`config.mk`:
```
export PLATFORM = sky130hd
export DESIGN_NAME = analog_rx
export DESIGN_NICKNAME = d
export VERILOG_FILES = /design/src/rtl/analog_rx.sv
export SDC_FILE = /design/constraint.sdc
export NUM_CORES = 1
export LEC_CHECK = 0
export CAP_MARGIN = 25
export CORE_AREA = 10 10 204 206
export CTS_BUF_LIST = sky130_fd_sc_hd__clkbuf_4
export DETAILED_ROUTE_END_ITERATION = 8
export DIE_AREA = 0 0 214 216
export PLACE_DENSITY_LB_ADDON = 0.1
export SYNTH_ARGS = -nofsm -noshare
export SYNTH_HDL_FRONTEND = slang
export SYNTH_SLANG_ARGS = --single-unit
```
`constraint.sdc`:
```
create_clock -name clk_i -period 3.8 [get_ports clk_i]
set_clock_uncertainty 0.05 [all_clocks]
set_input_delay 0.76 -clock clk_i [delete_from_list [all_inputs] [get_ports clk_i]]
set_output_delay 0.76 -clock clk_i [all_outputs]
set_load 0.01 [all_outputs]
```
`src/rtl/analog_rx.sv`:
```
// -----------------------------------------------------------------------------
// analog_rx
//   Digital -> analog side of the analog macro wrapper. Accepts one spin vector
//   per valid/ready handshake, holds it stable on the macro inputs, then steps
//   through load / settle / compute phases with programmable cycle counts.
//   It finishes with a one-cycle finish pulse that analog_tx consumes.
//
// Ports
//   clk_i, rst_ni                 clock, asynchronous active-low reset
//   en_i                          block enable; low aborts to IDLE
//   rx_configure_enable_i         load settle/compute config (IDLE only)
//   settle_cycles_i               cycles between load strobe and compute start
//   cmpt_cycles_i                 cycles analog_start_o stays high (0 acts as 1)
//   spin_valid_i / spin_ready_o   spin vector handshake from digital
//   spin_i                        incoming spin vector
//   spin_o                        registered spins driven to the analog macro
//   spin_load_o                   one-cycle load strobe to the macro
//   analog_start_o                compute enable to the macro (level)
//   analog_macro_cmpt_finish_o    one-cycle finish pulse to analog_tx
//   analog_rx_idle_o              high while the FSM is in IDLE
// -----------------------------------------------------------------------------
module analog_rx #(
    parameter int unsigned NUM_SPIN          = 256,
    parameter int unsigned CNT_W             = 16,
    parameter int unsigned DEF_SETTLE_CYCLES = 4,
    parameter int unsigned DEF_CMPT_CYCLES   = 64
) (
    input  logic                clk_i,
    input  logic                rst_ni,
    input  logic                en_i,
    input  logic                rx_configure_enable_i,
    input  logic [CNT_W-1:0]    settle_cycles_i,
    input  logic [CNT_W-1:0]    cmpt_cycles_i,
    input  logic                spin_valid_i,
    output logic                spin_ready_o,
    input  logic [NUM_SPIN-1:0] spin_i,
    output logic [NUM_SPIN-1:0] spin_o,
    output logic                spin_load_o,
    output logic                analog_start_o,
    output logic                analog_macro_cmpt_finish_o,
    output logic                analog_rx_idle_o
);

    typedef enum logic [2:0] {
        ST_IDLE,
        ST_LOAD,
        ST_SETTLE,
        ST_RUN,
        ST_FINISH
    } state_t;

    state_t              state_q, state_d;
    logic [CNT_W-1:0]    cnt_q, cnt_d;
    logic [CNT_W-1:0]    settle_q;
    logic [CNT_W-1:0]    cmpt_q;
    logic [CNT_W-1:0]    cmpt_eff;
    logic [NUM_SPIN-1:0] spin_q;
    logic                load_q, start_q, finish_q;
    logic                accept;
    logic                cfg_we;

    assign spin_ready_o     = en_i & (state_q == ST_IDLE);
    assign analog_rx_idle_o = (state_q == ST_IDLE);
    assign accept           = spin_valid_i & spin_ready_o;
    assign cfg_we           = en_i & rx_configure_enable_i & (state_q == ST_IDLE);

    // A programmed compute length of zero still runs one compute cycle.
    assign cmpt_eff = (cmpt_q == '0) ? CNT_W'(1) : cmpt_q;

    // Next-state and counter logic.
    always_comb begin
        // NOTE: every variable gets a default before the case so no path can
        // leave it unassigned, which would otherwise infer a latch.
        state_d = state_q;
        cnt_d   = cnt_q;

        case (state_q)
            ST_IDLE: begin
                if (accept) begin
                    state_d = ST_LOAD;
                end
            end
            ST_LOAD: begin
                if (settle_q == '0) begin
                    state_d = ST_RUN;
                    cnt_d   = cmpt_eff - CNT_W'(1);
                end else begin
                    state_d = ST_SETTLE;
                    cnt_d   = settle_q - CNT_W'(1);
                end
            end
            ST_SETTLE: begin
                if (cnt_q == '0) begin
                    state_d = ST_RUN;
                    cnt_d   = cmpt_eff - CNT_W'(1);
                end else begin
                    cnt_d = cnt_q - CNT_W'(1);
                end
            end
            ST_RUN: begin
                if (cnt_q == '0) begin
                    state_d = ST_FINISH;
                end else begin
                    cnt_d = cnt_q - CNT_W'(1);
                end
            end
            ST_FINISH: begin
                state_d = ST_IDLE;
            end
            default: begin
                state_d = ST_IDLE;
                cnt_d   = '0;
            end
        endcase

        // Disable wins over everything: abort the transaction silently.
        if (!en_i) begin
            state_d = ST_IDLE;
            cnt_d   = '0;
        end
    end

    // State, counter and registered Moore outputs. The output flops are loaded
    // from the next state so each strobe lines up with its state cycle.
    always_ff @(posedge clk_i or negedge rst_ni) begin
        if (!rst_ni) begin
            state_q  <= ST_IDLE;
            cnt_q    <= '0;
            load_q   <= 1'b0;
            start_q  <= 1'b0;
            finish_q <= 1'b0;
        end else begin
            // NOTE: non-blocking assignments in clocked blocks, so every flop
            // samples the pre-edge values regardless of statement order.
            state_q  <= state_d;
            cnt_q    <= cnt_d;
            load_q   <= (state_d == ST_LOAD);
            start_q  <= (state_d == ST_RUN);
            finish_q <= (state_d == ST_FINISH);
        end
    end

    // Config registers: writable only while idle, so they are stable for the
    // whole of any transaction. A write on the handshake edge applies to it.
    always_ff @(posedge clk_i or negedge rst_ni) begin
        if (!rst_ni) begin
            settle_q <= CNT_W'(DEF_SETTLE_CYCLES);
            cmpt_q   <= CNT_W'(DEF_CMPT_CYCLES);
        end else if (cfg_we) begin
            settle_q <= settle_cycles_i;
            cmpt_q   <= cmpt_cycles_i;
        end
    end

    // Spin holding register: updated only on a handshake, never cleared by
    // abort or FINISH.
    always_ff @(posedge clk_i or negedge rst_ni) begin
        if (!rst_ni) begin
            // NOTE: this wide data register is reset because its value drives
            // the analog macro pins directly and must be defined out of reset.
            spin_q <= '0;
        end else if (accept) begin
            spin_q <= spin_i;
        end
    end

    assign spin_o                     = spin_q;
    assign spin_load_o                = load_q;
    assign analog_start_o             = start_q;
    assign analog_macro_cmpt_finish_o = finish_q;

endmodule
```
==> flow_summary.ini <==
[run_status]
status = finished, final reports clean

[synthesis]
synth.avg_cell_area_sq_um = 9.130
ys_ff_latch = 310
async_reset_ff_frac = 1.000
yosysTopAreaCellShare = 0.5966
synth_area_sq_um = 12920
syn-num-nets = 1711
synth_area_leaders = dfrtp_1 (60%), nand2_1 (23%), mux2_2 (2.8%), buf_2 (1.3%), o211ai_2 (0.97%)
yosys_warnings = 0
synth_edf_count = 0
synth_top_cell_by_area = dfrtp_1
synthDistinctLibCells = 59
yosysSeqAreaShare = 0.6007
netlist_instances = 1415
synth_ff_type = dfrtp_1
synth.most_common_cell = nand2_1
synth_common_cells = nand2_1 (806), dfrtp_1 (308), buf_2 (33)

[clocking]
clk_latency_ns = 0.74
cts_tree = built
h-tree-depth = 3
cts_buffer_depth = 3
cts.sinks = 310
cts-resized-gates = 0
root_buffer = clkbuf_4
cts_buffers = 89
clk_transition_reported_paths_ns = 0.07

[floorplan]
die_h_microns = 216
start_util = 0.3454
die_x_microns = 214
dieArea_sq_um = 46220
core_area_sq_um = 37400
pin_count = 554
rows = 71

[power]
pwr-share-seq = 0.384
p_clk_frac = 0.247
p_int_mw = 8.439
powerDensity_nw_per_um2 = 637.6
peakVddDrop_mv = 0.3439
power.share.switching = 0.3462
p_leak_nw = 9.709
netSwitchingPower_mw = 4.468
p_comb_frac = 0.369
finalPower_mw = 12.91

[timing]
relSlewSlack = 0.4087
finalCriticalPeriod_ns = 3.415
worst_pin_slew_ns = 0.8788
period_share = 0.8986
slew_viol_final = 0
setup_viol = 0
rsz0062_at_grt = no
fmax_mhz = 292.9
fin_setup_tns_ns = 0
finalHoldViolations = 0

[final_layout]
drive_above_1_share = 0.1089
fin_area_sq_um = 20240
nFillCells = 3489
multi_input_area_sq_um = 4825
fin_nets = 2308
syn2layout_area_growth_pct = 56.69
register_area_sq_um = 7760

[min_path]
hold_class = reg -> reg

[detailed_routing]
via_count = 11840
drc = 0
antenna_left = 0
routedWlPerCell_microns = 19.91
wl_microns = 51770
detail_route.first_pass.iterations = 4
via_per_inst = 4.555
first_iter_violations = 623

[setup_path]
worstSetupPathType = reg -> out
end_kind = output port
critPathArrivalTime_ns = 2.60
path_max_fanout = 10
required_ns = 2.99
critPathLaunchType = flop

[grt]
grt.total_usage = 0.2176
grt_pass1_wl_microns = 77430
grt_max_degree = 154
antenna_found_initial = 8
grt.overflow.total = 0
grt_pass1_vias = 12110

[placement]
io_buffer_count = 553
place_area_sq_um = 19050
globalplace.congestion = 0.8486
hpwl_microns = 38750

[flow_run]
timing.max_cap.violations = 0
[layer usage]
| metal | routed length (microns) | vias up | track usage |
|---|---|---|---|
| li1 | - | 5730 | - |
| met1 | 19150 | 5622 | 0.2341 |
| met2 | 26340 | 418 | 0.3730 |
| met3 | 5283 | 68 | 0.1052 |
| met4 | 975 | 4 | 0.06213 |
| met5 | 23 | - | 0 |
[critical path: stages, from the launching register on]
cell and delay, ns:
dfrtp_1 0.53, nor2_1 0.31, nand2_1 0.15, nor2_1 0.26, clkdlybuf4s50_1 0.60
[placed cells by master (no fill, tap or decap), types with 9 or more instances in the layout]
master           synthesis  layout
nand2_1                806     805
clkdlybuf4s50_1          0     552
dfrtp_1                308     308
clkbuf_4                 0     139
mux2_2                  32      32
nor2_1                  20      20
clkinv_1                 1      18
nor3_1                  16      16
xor2_1                  14      14
a21oi_1                 12      12
o22ai_1                 11      11
o21ai_0                 11      11
xnor2_1                 11      11
buf_4                    0      11
o211ai_2                10      10
nor4_1                   9       9
[state kept, by name, summed over array words and instances, names as in the netlist]
register	flops
cnt_q	16
state_q	3
analog_start_o	1
analog_macro_cmpt_finish_o	1
spin_load_o	1
spin_o	256
settle_q	16
cmpt_q	16
[final cells by class]
cell class | count | area share
clock buffers | 139 | 0.05155
repair buffers | 573 | 0.2862
diodes | 5 | 0.0006181
clock inverters | 24 | 0.006305
multi-input cells | 1029 | 0.2383
flip-flops and latches | 310 | 0.3834
inverters | 9 | 0.002040
well taps | 511 | 0.03159
[repair_timing]
item	4_1_cts	5_1_grt
setup buffers	0	0
hold buffers	1	0
endpoints found under the hold margin	62	0
[power by group through the flow]
stage                     Sequential, mW  Clock, mW  Combinational [mW]
final                               4.95       3.19                4.76
after global routing                5.08       3.52                5.17
after CTS                           4.95       3.34                4.85
after detailed placement            4.98          0                4.83
after global placement              4.95          0                4.81
after floorplan                     5.30          0                1.60
[metrics by stage]
step,hold WS [ns],cells,worst slack (ns),utilization
2_1_floorplan,0.4144,1415,0.9514,-
3_3_place_gp,0.4064,2431,0.7289,0.5093
3_5_place_dp,0.4107,2431,0.6753,0.5093
4_1_cts,0.3481,2595,0.3106,0.5409
5_1_grt,0.3600,2598,0.1948,0.5411
6_report,0.4203,2600,0.3854,0.5412
[final timing paths]
check                           cells past startpoint   startpoint      endpoint  slack [ns]
worst max register to register                     13    cmpt_q[8]     cnt_q[10]        0.62
worst min register to register                      2  spin_o[204]   spin_o[204]        0.42
min in group asynchronous                           2       rst_ni    spin_o[52]        0.54
max in group asynchronous                           3       rst_ni     cmpt_q[6]        2.33
worst max-delay path                                4   state_q[0]  spin_ready_o        0.39
worst min-delay path                                2  spin_o[204]   spin_o[204]        0.42
[cells by family after synthesis]
group,share of synthesized area
AO/OA/AOI/OAI,0.04271
XOR/XNOR,0.01695
adder cells (fa/ha/maj),0.002906
buffers and inverters,0.02644
flip-flops,0.6007
multiplexers,0.02944
AND/OR/NAND/NOR,0.2809
(Power assumes the default switching activity.)
